File: config.mk
export PLATFORM = sky130hd
export DESIGN_NAME = sev_seg_scanner
export DESIGN_NICKNAME = d
export VERILOG_FILES = /design/src/rtl/sev_seg_pkg.sv /design/src/rtl/sev_seg_prescaler.sv /design/src/rtl/sev_seg_scanner.sv
export SDC_FILE = /design/constraint.sdc
export NUM_CORES = 1
export LEC_CHECK = 0
export CAP_MARGIN = 20
export CORE_MARGIN = 2
export CORE_UTILIZATION = 25
export CTS_CLUSTER_SIZE = 30
export DETAILED_ROUTE_END_ITERATION = 8
export PLACE_DENSITY = 0.44
export SYNTH_ARGS = -nofsm -noshare
export SYNTH_HDL_FRONTEND = slang
export SYNTH_SLANG_ARGS = --single-unit
File: constraint.sdc
create_clock -name clk -period 5.2 [get_ports clk]
set_input_delay 1.04 -clock clk [delete_from_list [all_inputs] [get_ports clk]]
set_output_delay 1.04 -clock clk [all_outputs]
set_load 0.02 [all_outputs]
File: src/rtl/sev_seg_pkg.sv
// sev_seg_pkg: shared digit width and select-polarity helper for the seven-segment scanner.
package sev_seg_pkg;
  localparam int DIGIT_W = 4;
  function automatic logic [31:0] sel_off(input logic active_low);
    return active_low ? '1 : '0;
  endfunction
endpackage

File: src/rtl/sev_seg_prescaler.sv
// sev_seg_prescaler: free-running slot counter with a tick on its last count.
module sev_seg_prescaler #(
  parameter int REFRESH_DIV = 50000,
  localparam int CW = $clog2(REFRESH_DIV)
) (
  input  logic          clk,
  input  logic          rst,
  output logic [CW-1:0] cnt,
  output logic          tick
);
  localparam logic [CW-1:0] TOP = CW'(REFRESH_DIV - 1);
  assign tick = cnt == TOP;
  always_ff @(posedge clk or posedge rst)
    if (rst) cnt <= '0;
    else cnt <= tick ? '0 : cnt + CW'(1);
endmodule

File: src/rtl/sev_seg_scanner.sv
// sev_seg_scanner: double-buffered multiplexed seven-segment scan with blanking and dead cycles.
module sev_seg_scanner
  import sev_seg_pkg::*;
#(
  parameter int DIGITS = 4,
  parameter int REFRESH_DIV = 50000,
  parameter int ACTIVE_LOW_SELECT = 1
) (
  input  logic                  clk,
  input  logic                  rst,
  input  logic [4*DIGITS-1:0]   value_in,
  input  logic [DIGITS-1:0]     dots_in,
  input  logic                  load,
  input  logic                  enable,
  input  logic                  blank_leading,
  output logic [DIGIT_W-1:0]    digit,
  output logic                  dot,
  output logic [DIGITS-1:0]     select,
  output logic                  pending,
  output logic                  frame_done
);
  localparam int IW = DIGITS > 1 ? $clog2(DIGITS) : 1;
  localparam int CW = $clog2(REFRESH_DIV);
  localparam logic [IW-1:0] LAST = IW'(DIGITS - 1);
  localparam logic [DIGITS-1:0] SEL_OFF = DIGITS'(sel_off(ACTIVE_LOW_SELECT != 0));
  logic [CW-1:0] cnt;
  logic tick, boundary, nz;
  logic [IW-1:0] idx;
  logic [4*DIGITS-1:0] shadow, disp;
  logic [DIGITS-1:0] shadow_dots, disp_dots, blanked, onehot;
  sev_seg_prescaler #(.REFRESH_DIV(REFRESH_DIV)) u_pre (.clk(clk), .rst(rst), .cnt(cnt), .tick(tick));
  assign boundary = tick && idx == LAST;
  assign onehot = DIGITS'(1) << idx;
  // Walk down from the top digit: a digit is blank while nothing above or at it is nonzero.
  always_comb begin
    blanked = '0;
    nz = 1'b0;
    for (int i = DIGITS - 1; i > 0; i--) begin
      nz = nz | (disp[DIGIT_W*i +: DIGIT_W] != '0);
      blanked[i] = blank_leading & ~nz;
    end
  end
  always_ff @(posedge clk or posedge rst)
    if (rst) begin
      idx <= '0;
      shadow <= '0;
      shadow_dots <= '0;
      disp <= '0;
      disp_dots <= '0;
      pending <= 1'b0;
      digit <= '0;
      dot <= 1'b0;
      select <= SEL_OFF;
      frame_done <= 1'b0;
    end else begin
      if (tick) idx <= boundary ? '0 : idx + IW'(1);
      if (load) begin
        shadow <= value_in;
        shadow_dots <= dots_in;
      end
      if (boundary && pending) begin
        disp <= shadow;
        disp_dots <= shadow_dots;
      end
      pending <= load | (pending & ~boundary);
      digit <= disp[DIGIT_W*idx +: DIGIT_W];
      dot <= disp_dots[idx];
      select <= (enable && !blanked[idx] && cnt != '0) ? (ACTIVE_LOW_SELECT != 0 ? ~onehot : onehot) : SEL_OFF;
      frame_done <= boundary;
    end
endmodule

==> impl_metrics.csv, run 1 <==
group,metric,value,unit
finish,drive_above_1_share,27.3,%
synth,ys_seq_area_share,57.8,%
timing,max_freq,361,MHz
setup_path,reg2reg_depth,4,
synth,synthMuxAreaShare,21.3,%
placement,place_area,3470,sq um
drt,avgRoutedWirePerCell,13.9,um
placement,io_buffers,35,
timing,finClkSkew,7.95,ps
timing,finalCriticalPeriod,2770,ps
pwr,power_leakage,1.62,nW
die,die-width,113,um
synth,synth_edf_count,0,
timing,fin_crit_sh,53.3,%
finish,layout.cells.non_filler,396,
drt,drt_iter0_markers,50,
drt,wirelength,5500,um
placement,gp_congestion,0.733,
grt,grt_max_degree,46,
finish,diodes,0,
setup_path,worstPathCellList,"or4_4, nor4_4, and3_4, mux2_4",
pwr,powerDensity,322,nW/um^2
synth,synthTopCellsByCount,"dfrtp_1 (65), mux2_2 (20), mux2_4 (20)",
timing,final.setup.tns,0,ps
die,die_h,113,um
setup_path,arrival,2980,ps
drt,drtPass1Iterations,5,
synth,synth_xor_area_share,3.80,%
timing,worstMarginPinSlew,996,ps
setup_path,cp-end-kind,"register",
clocking,cts_buffer_depth,2,
synth,avgSynthCellArea,14.3,sq um
timing,slew_headroom,33.4,%
finish,post-route-cell-area,3760,sq um
die,coreArea,11600,sq um
clocking,post_cts_resized,0,
drt,drc,0,
grt,antenna_found_initial,0,
placement,dp.cells,381,
timing,report.final.slew_viol_count,0,
synth,synth_area_leaders,"dfrtp_1 (54%), mux2_4 (10%), mux2_2 (7.5%), mux4_2 (3.8%), dfstp_2 (3.5%)",
die,ios,36,
synth,synthFlopType,"dfrtp_1",
grt,grt_pass1_wl,9380,um
synth,synth_adder_area_share,2.51,%
clocking,cts_tree,"built",
clocking,clkLatencyLatePin,330,ps
finish,layout.nets,280,
grt,grt.overflow.total,0,
synth,synth_cell_types,30,
timing,finalHoldViolCount,0,
setup_path,cp_slowest_cell,"nor4_4",
setup_path,r2r_start,"u_pre.cnt[10]",
clocking,numCtsBuffers,9,
setup_path,crit_start,"u_pre.cnt[10]",
worst_hold_path,holdCritPathClass,"reg -> reg",
setup_path,crit_required,5410,ps
die,start_util,25.9,%
timing,rsz0062_at_grt,"no",
synth,ys_async_sr_fraction,100,%
placement,hpwl,3750,um
die,dieArea,12900,sq um
clocking,h-tree-depth,3,
timing,setup_ws,2430,ps
drt,vias,1740,
clocking,cts_sinks,69,
drt,final_antenna_net_count,0,
clocking,cts_hold_buffers,0,
grt,track_usage,9.55,%
synth,synth_top_family_by_area,"multiplexers",
setup_path,worstSetupStartpointType,"register",
clocking,cts-root-buf,"clkbuf_16",
synth,synthesis.area,3000,sq um
timing,finalSetupViolCount,0,
synth,synth-simple-area-share,10.3,%
synth,synth_top_area_share,54.3,%
job,drv_cap,0,
synth,yosys_register_bits,69,
worst_hold_path,holdPathStages,1,
worst_hold_path,min_from,"shadow[10]",
synth,yosysMostFrequentCell,"dfrtp_1",
finish,syn_to_final_growth,25.7,%
outcome,status,"finished clean",
grt,grt_pass1_vias,1767,
die,rows,39,
synth,yosysWarningCount,0,
clocking,post_cts_buffers,0,
pwr,p_total,1.21,mW
synth,synth-compound-area-share,1.42,%
drt,vias_per_cell,4.39,
placement,post-place-ws,2410,ps
setup_path,critical_path_class,"reg -> reg",
clocking,clk_pin_slew,60,ps
synth,synth_nets,240,
setup_path,worst-path-max-fanout,20,
pwr,peakVddDrop,0.117,mV
synth,synth_area_leader_cell,"dfrtp_1",
setup_path,critPathMaxStageDelay,730,ps
synth,synth_cells,209,
stage by stage:
| stage | util [%] | hold WS [ps] |
|---|---|---|
| 6_report | 32.6 | 500 |
| 5_1_grt | 32.6 | 518 |
| 4_1_cts | 32.6 | 504 |
| 3_5_place_dp | 30.0 | 491 |
| 3_3_place_gp | 30.0 | 489 |
| 2_1_floorplan | - | 469 |
kinds of logic after synthesis:
logic type	Yosys count
compound gates	7
xor+xnor	13
flops	69
mux	45
fa+ha+maj	6
buf+inv	14
simple gates	55
flip-flops by register name (all words and copies together), names as in the netlist:
name / flops
u_pre.cnt: 16
shadow_dots: 4
pending: 1
frame_done: 1
disp: 16
disp_dots: 4
select: 4
dot: 1
idx: 2
digit: 4
shadow: 16
layout make-up:
type | instances | area, sq um
fillers | 1111 | 7800
flip-flops and latches | 69 | 1730
multi-input cells | 126 | 1180
repair buffers | 36 | 358
clock buffers | 11 | 243
well taps | 143 | 179
clock inverters | 4 | 48.8
inverters | 7 | 26.3
power by group:
group	leakage (nW)	internal (mW)	switching (mW)
Sequential	0.885	0.554	0.00911
Clock	0.145	0.380	0.216
Combinational	0.593	0.0314	0.0204
Total	1.62	0.966	0.245
placed cells by master (no fill, tap or decap), drive strengths merged:
master | netlist | layout
o21ai | 2 | 2
mux4 | 5 | 5
nor2b | 1 | 1
mux2 | 40 | 40
nor4b | 1 | 1
o211ai | 1 | 1
buf | 2 | 1
inv | 7 | 7
xor2 | 4 | 4
or2 | 1 | 1
nor2 | 13 | 13
clkinv | 0 | 3
a21o | 1 | 1
dfrtp | 65 | 65
nor4 | 4 | 4
and3 | 1 | 1
nand4 | 10 | 10
ha | 6 | 6
a21oi | 2 | 2
dfstp | 4 | 4
or3 | 1 | 1
nand3 | 7 | 7
clkdlybuf4s50 | 0 | 35
or4 | 4 | 4
xnor2 | 9 | 9
clkbuf | 5 | 11
o31ai | 1 | 1
nand2 | 8 | 8
bufinv | 0 | 1
nor3 | 4 | 4
path summary, 6_finish.rpt:
check                                 end  slack, ps
worst max-delay path             disp[13]       2430
worst min-delay path             disp[10]        500
worst max register to register   disp[13]       2430
worst min register to register   disp[10]        500
max in group asynchronous       shadow[4]       3060
min in group asynchronous             dot       1260
layer usage:
layer / routed length (um) / track usage [%] / vias to the layer above / part of all wire, %
met5: 0 / 0 / - / 0
met4: 134 / 5.45 / 0 / 2.4
met3: 216 / 2.87 / 10 / 3.9
met2: 2370 / 13.1 / 40 / 43
met1: 2780 / 13.4 / 863 / 51
li1: - / - / 827 / -
critical path: cells and delay by family (launching register included):
family / cells / cell delay, ps
DFF: 1 / 420
muxes: 1 / 330
and+or+nand+nor: 3 / 1870
Note: power is estimated with default switching activity, not from simulation.
==> inputs of run 2 (changes only) <==
- clock period: 5.2 -> 2.6 ns (I/O delays scaled with it)
==> impl_metrics.csv, run 2 (synthesis gave the netlist of run 1 again) <==
group,metric,value,unit
placement,io_buffers,35,
clocking,cts_hold_buffers,0,
pwr,powerDensity,650,nW/um^2
timing,slew_headroom,72.0,%
worst_hold_path,holdCritPathClass,"reg -> reg",
finish,largest_registers,"disp: 16 flops, shadow: 16 flops, u_pre.cnt: 16 flops",
grt,track_usage,10.0,%
drt,vias,1717,
setup_path,worstPathCellList,"or4_4, nor4_4, and3_4, mux2_4",
setup_path,reg2reg_depth,4,
timing,setup_ws,334,ps
clocking,post_cts_buffers,0,
finish,nFillCells,1131,
drt,drtPass1Iterations,4,
finish,diodes,0,
clocking,cts-root-buf,"clkbuf_16",
placement,post-place-ws,342,ps
die,ios,36,
setup_path,crit_required,2810,ps
finish,multi_input_area,1180,sq um
die,start_util,25.9,%
timing,worstMarginPinSlew,416,ps
pwr,p_seq_share,45.4,%
setup_path,cp_slowest_cell,"or4_4",
clocking,cts_buffer_depth,2,
finish,drive_above_1_share,28.8,%
outcome,status,"finished clean",
clocking,numCtsBuffers,9,
clocking,clkLatencyLatePin,330,ps
setup_path,critPathMaxStageDelay,570,ps
setup_path,critical_path_class,"reg -> reg",
clocking,cts_tree,"built",
timing,report.final.slew_viol_count,0,
clocking,clk_pin_slew,50,ps
finish,layout.nets,283,
pwr,p_sw,0.494,mW
pwr,power_leakage,1.66,nW
timing,rsz0062_at_grt,"no",
pwr,clkPwrFrac,50.3,%
placement,hpwl,3800,um
setup_path,worst-path-max-fanout,20,
grt,grt.overflow.total,0,
timing,finClkSkew,5.19,ps
timing,max_freq,441,MHz
drt,drc,0,
drt,wirelength,5710,um
pwr,netSwitchingFraction,19.9,%
drt,vias_per_cell,4.29,
setup_path,cp.depth,4,
setup_path,cp_top_family,"simple AND/OR/NAND/NOR gates",
timing,holdWs,501,ps
grt,grt_pass1_vias,1855,
timing,fin_crit_sh,87.1,%
worst_hold_path,holdPathStages,1,
grt,grt_pass1_wl,9750,um
finish,final_common_cell,"dfrtp_1",
die,die_h,113,um
drt,avgRoutedWirePerCell,14.3,um
die,dieArea,12900,sq um
timing,final.setup.tns,0,ps
setup_path,cp-end-kind,"register",
pwr,peakVddDrop,0.284,mV
placement,gp_congestion,0.730,
finish,seq_area,1730,sq um
clocking,post_cts_resized,0,
die,die-width,113,um
finish,final_cell_mix,"dfrtp_1 (65), clkdlybuf4s50_1 (35), mux2_4 (20), mux2_2 (20), nor2_1 (13)",
job,drv_cap,0,
clocking,cts_sinks,69,
finish,syn_to_final_growth,27.5,%
grt,grt_max_degree,70,
timing,finalSetupViolCount,0,
setup_path,crit_buf_inv,0,
clocking,h-tree-depth,3,
die,coreArea,11600,sq um
timing,finalCriticalPeriod,2270,ps
drt,final_antenna_net_count,0,
pwr,p_comb_share,4.3,%
pwr,intPower,1.99,mW
grt,antenna_found_initial,0,
setup_path,worstSetupStartpointType,"register",
drt,drt_iter0_markers,95,
timing,finalHoldViolCount,0,
die,rows,39,
setup_path,arrival,2480,ps
==> run 2: cell types whose count changed in the layout (fill, tap and decap cells not counted), sizes merged <==
cell | before | now
buf | 1 | 4
clkbuf | 11 | 12
==> run 2: final cells by class <==
cell class | count | area share (%)
inverter | 7 | 0.688
tap | 143 | 4.68
sequential | 69 | 45.3
clock inverter | 4 | 1.18
multi-input combinational | 126 | 30.9
timing repair buffer | 39 | 10.3
clock buffer | 12 | 6.98
==> run 2: power groups by stage <==
stage	clock (mW)	combinational, mW	sequential (mW)
after floorplan	0	0.0542	1.14
after global placement	0	0.109	1.14
after detailed placement	0	0.110	1.14
after CTS	1.29	0.111	1.13
after global routing	1.34	0.118	1.13
final	1.25	0.106	1.13
==> run 2: routing by layer <==
metal | vias to the layer above | wire [um] | GRT usage (%)
li1 | 833 | - | -
met1 | 834 | 2850 | 13.2
met2 | 35 | 2470 | 14.5
met3 | 15 | 246 | 3.56
met4 | 0 | 142 | 5.37
met5 | - | 0 | 0
==> run 2: path summary, 6_finish.rpt <==
check | to | slack (ps) | start
worst max-delay path | disp[2] | 330 | u_pre.cnt[10]
worst min-delay path | disp[0] | 500 | shadow[0]
worst max register to register | disp[2] | 330 | u_pre.cnt[10]
worst min register to register | disp[0] | 500 | shadow[0]
max in group asynchronous | select[3] | 1670 | rst
min in group asynchronous | frame_done | 580 | rst
==> run 2: stage by stage <==
| step | power [mW] | util (%) | cell area, sq um | std cells |
|---|---|---|---|---|
| after floorplan | 1.19 | - | 3000 | 209 |
| after global placement | 1.25 | 30.3 | 3510 | 384 |
| after detailed placement | 1.26 | 30.3 | 3510 | 384 |
| after CTS | 2.53 | 33.0 | 3820 | 400 |
| after global routing | 2.58 | 33.0 | 3820 | 400 |
| final | 2.48 | 33.0 | 3820 | 400 |
==> RTL change: new RTL, config.mk and constraints of run 1 <==
`DIGITS`: 4 -> 2.
--- a/src/rtl/sev_seg_scanner.sv
+++ b/src/rtl/sev_seg_scanner.sv
@@ -4,3 +4,3 @@
 #(
-  parameter int DIGITS = 4,
+  parameter int DIGITS = 2,
   parameter int REFRESH_DIV = 50000,
Interface: changed (resized dots_in, select and value_in); port bits go from 36 to 24. No check against the original RTL was run, so the function may have changed too.
==> RTL change against run 1 <==
Final cell count fell by 29%. Sequential cell count fell by 23. Non-clock buffer count fell by 12. Area after synthesis fell by 34%. Sequential power fell by 34%. Routed wire length fell by 30%. Design area fell by 36%. Total power fell by 49%. Die area fell by 33%. Combinational power fell by 41%. Register-to-register slack improved by 0.84 ns. Worst setup slack improved by 0.32 ns. Critical endpoint is now select[1]. Largest cell class unchanged.
==> RTL change: results (changes against run 1) <==
outcome:
  status: "finished, final reports clean"
placed_design:
  dpl.hpwl_mm: 2.80  # -25%
  dpl_cell_area_sq_um: 2330  # -33%
  port_buffers: 23  # -34%
  dp_slack_ns: 2.80  # +0.386 ns
  placedCellCount: 272  # -29%
  place.gp.congestion: 0.811  # +11%
finish:
  fin_area_sq_um: 2420  # -36%
  fin_nets: 194  # -31%
  nFillCells: 797  # -28%
  reg.largest.list: "u_pre.cnt x16, disp x8, shadow x8"
logic_synthesis:
  synth_common_cells: "dfrtp_1 (44), mux2_2 (22), nand3_1 (9)"
  synth_fa_ha_area_share_pct: 1.26  # -1.2 points
  synth_compound_area_share_pct: 0.821  # -0.60 points
  synthXorXnorAreaFrac_pct: 5.74  # +1.9 points
  synth_fp_nets: 166  # -31%
  ys_types: 32  # +6.7%
clock_tree:
  cts-root-buf: "clkbuf_8"
  cts_buffers: 5  # -4
route:
  dr_wl_met2_mm: 2.05  # -13%
  viasPerCell: 4.41  # +0.46%
  wl_met1_mm: 1.68  # -40%
  dr.pass1.iters: 4  # -1
  wl_met3_um: 100  # -54%
setup_path:
  rr_endpoint: "disp[2]$_DFFE_PP0P_"
  rrSetupSlack_ns: 3.27  # +0.84 ns
  reg2reg_depth: 5  # +1
  crit-reg2reg-launch: "u_pre.cnt[0]$_DFF_PP0_"
grt:
  grt_pass1_wl_mm: 6.39  # -32%
  grtUsageMet1_pct: 11.2  # -2.2 points
  grt_usage_pct: 9.72  # +0.17 points
  gr-usage-met3_pct: 2.90  # +0.032 points
power_and_ir_drop:
  combPwrFrac_pct: 5.0  # +0.7 points
  clkPwrFrac_pct: 35.1  # -14 points
  p_leak_nw: 1.06  # -35%
  powerDensity_nw_per_um2: 255  # -21%
timing:
  slew-limit-headroom_pct: 61.1  # +28 points
worst_hold_path:
  hold_start: "shadow[7]$_DFFE_PP0P_"
  whs_endpoint: "disp[7]$_DFFE_PP0P_"
[RTL change: changes by cell type after synthesis, sizes merged, moves of 3 or more]
cell | before | now
clkbuf | 5 | 2
and4 | 0 | 5
nor2 | 13 | 9
or4 | 4 | 0
nand4 | 10 | 4
ha | 6 | 2
mux2 | 40 | 25
mux4 | 5 | 0
dfrtp | 65 | 44
[RTL change: cell families after synthesis]
group	count (synthesis)
flip-flops	46
XOR/XNOR	13
multiplexers	27
AND/OR/NAND/NOR	50
buffers and inverters	9
AO/OA/AOI/OAI	2
adder cells (fa/ha/maj)	2
[RTL change: final cells by class]
cell class                 count  share of cell area [%]
inverter                       6                   0.929
tap                          102                    5.26
timing repair buffer          24                    9.80
multi-input combinational     94                    32.7
clock buffer                   5                    2.84
sequential                    46                    47.6
clock inverter                 3                   0.877
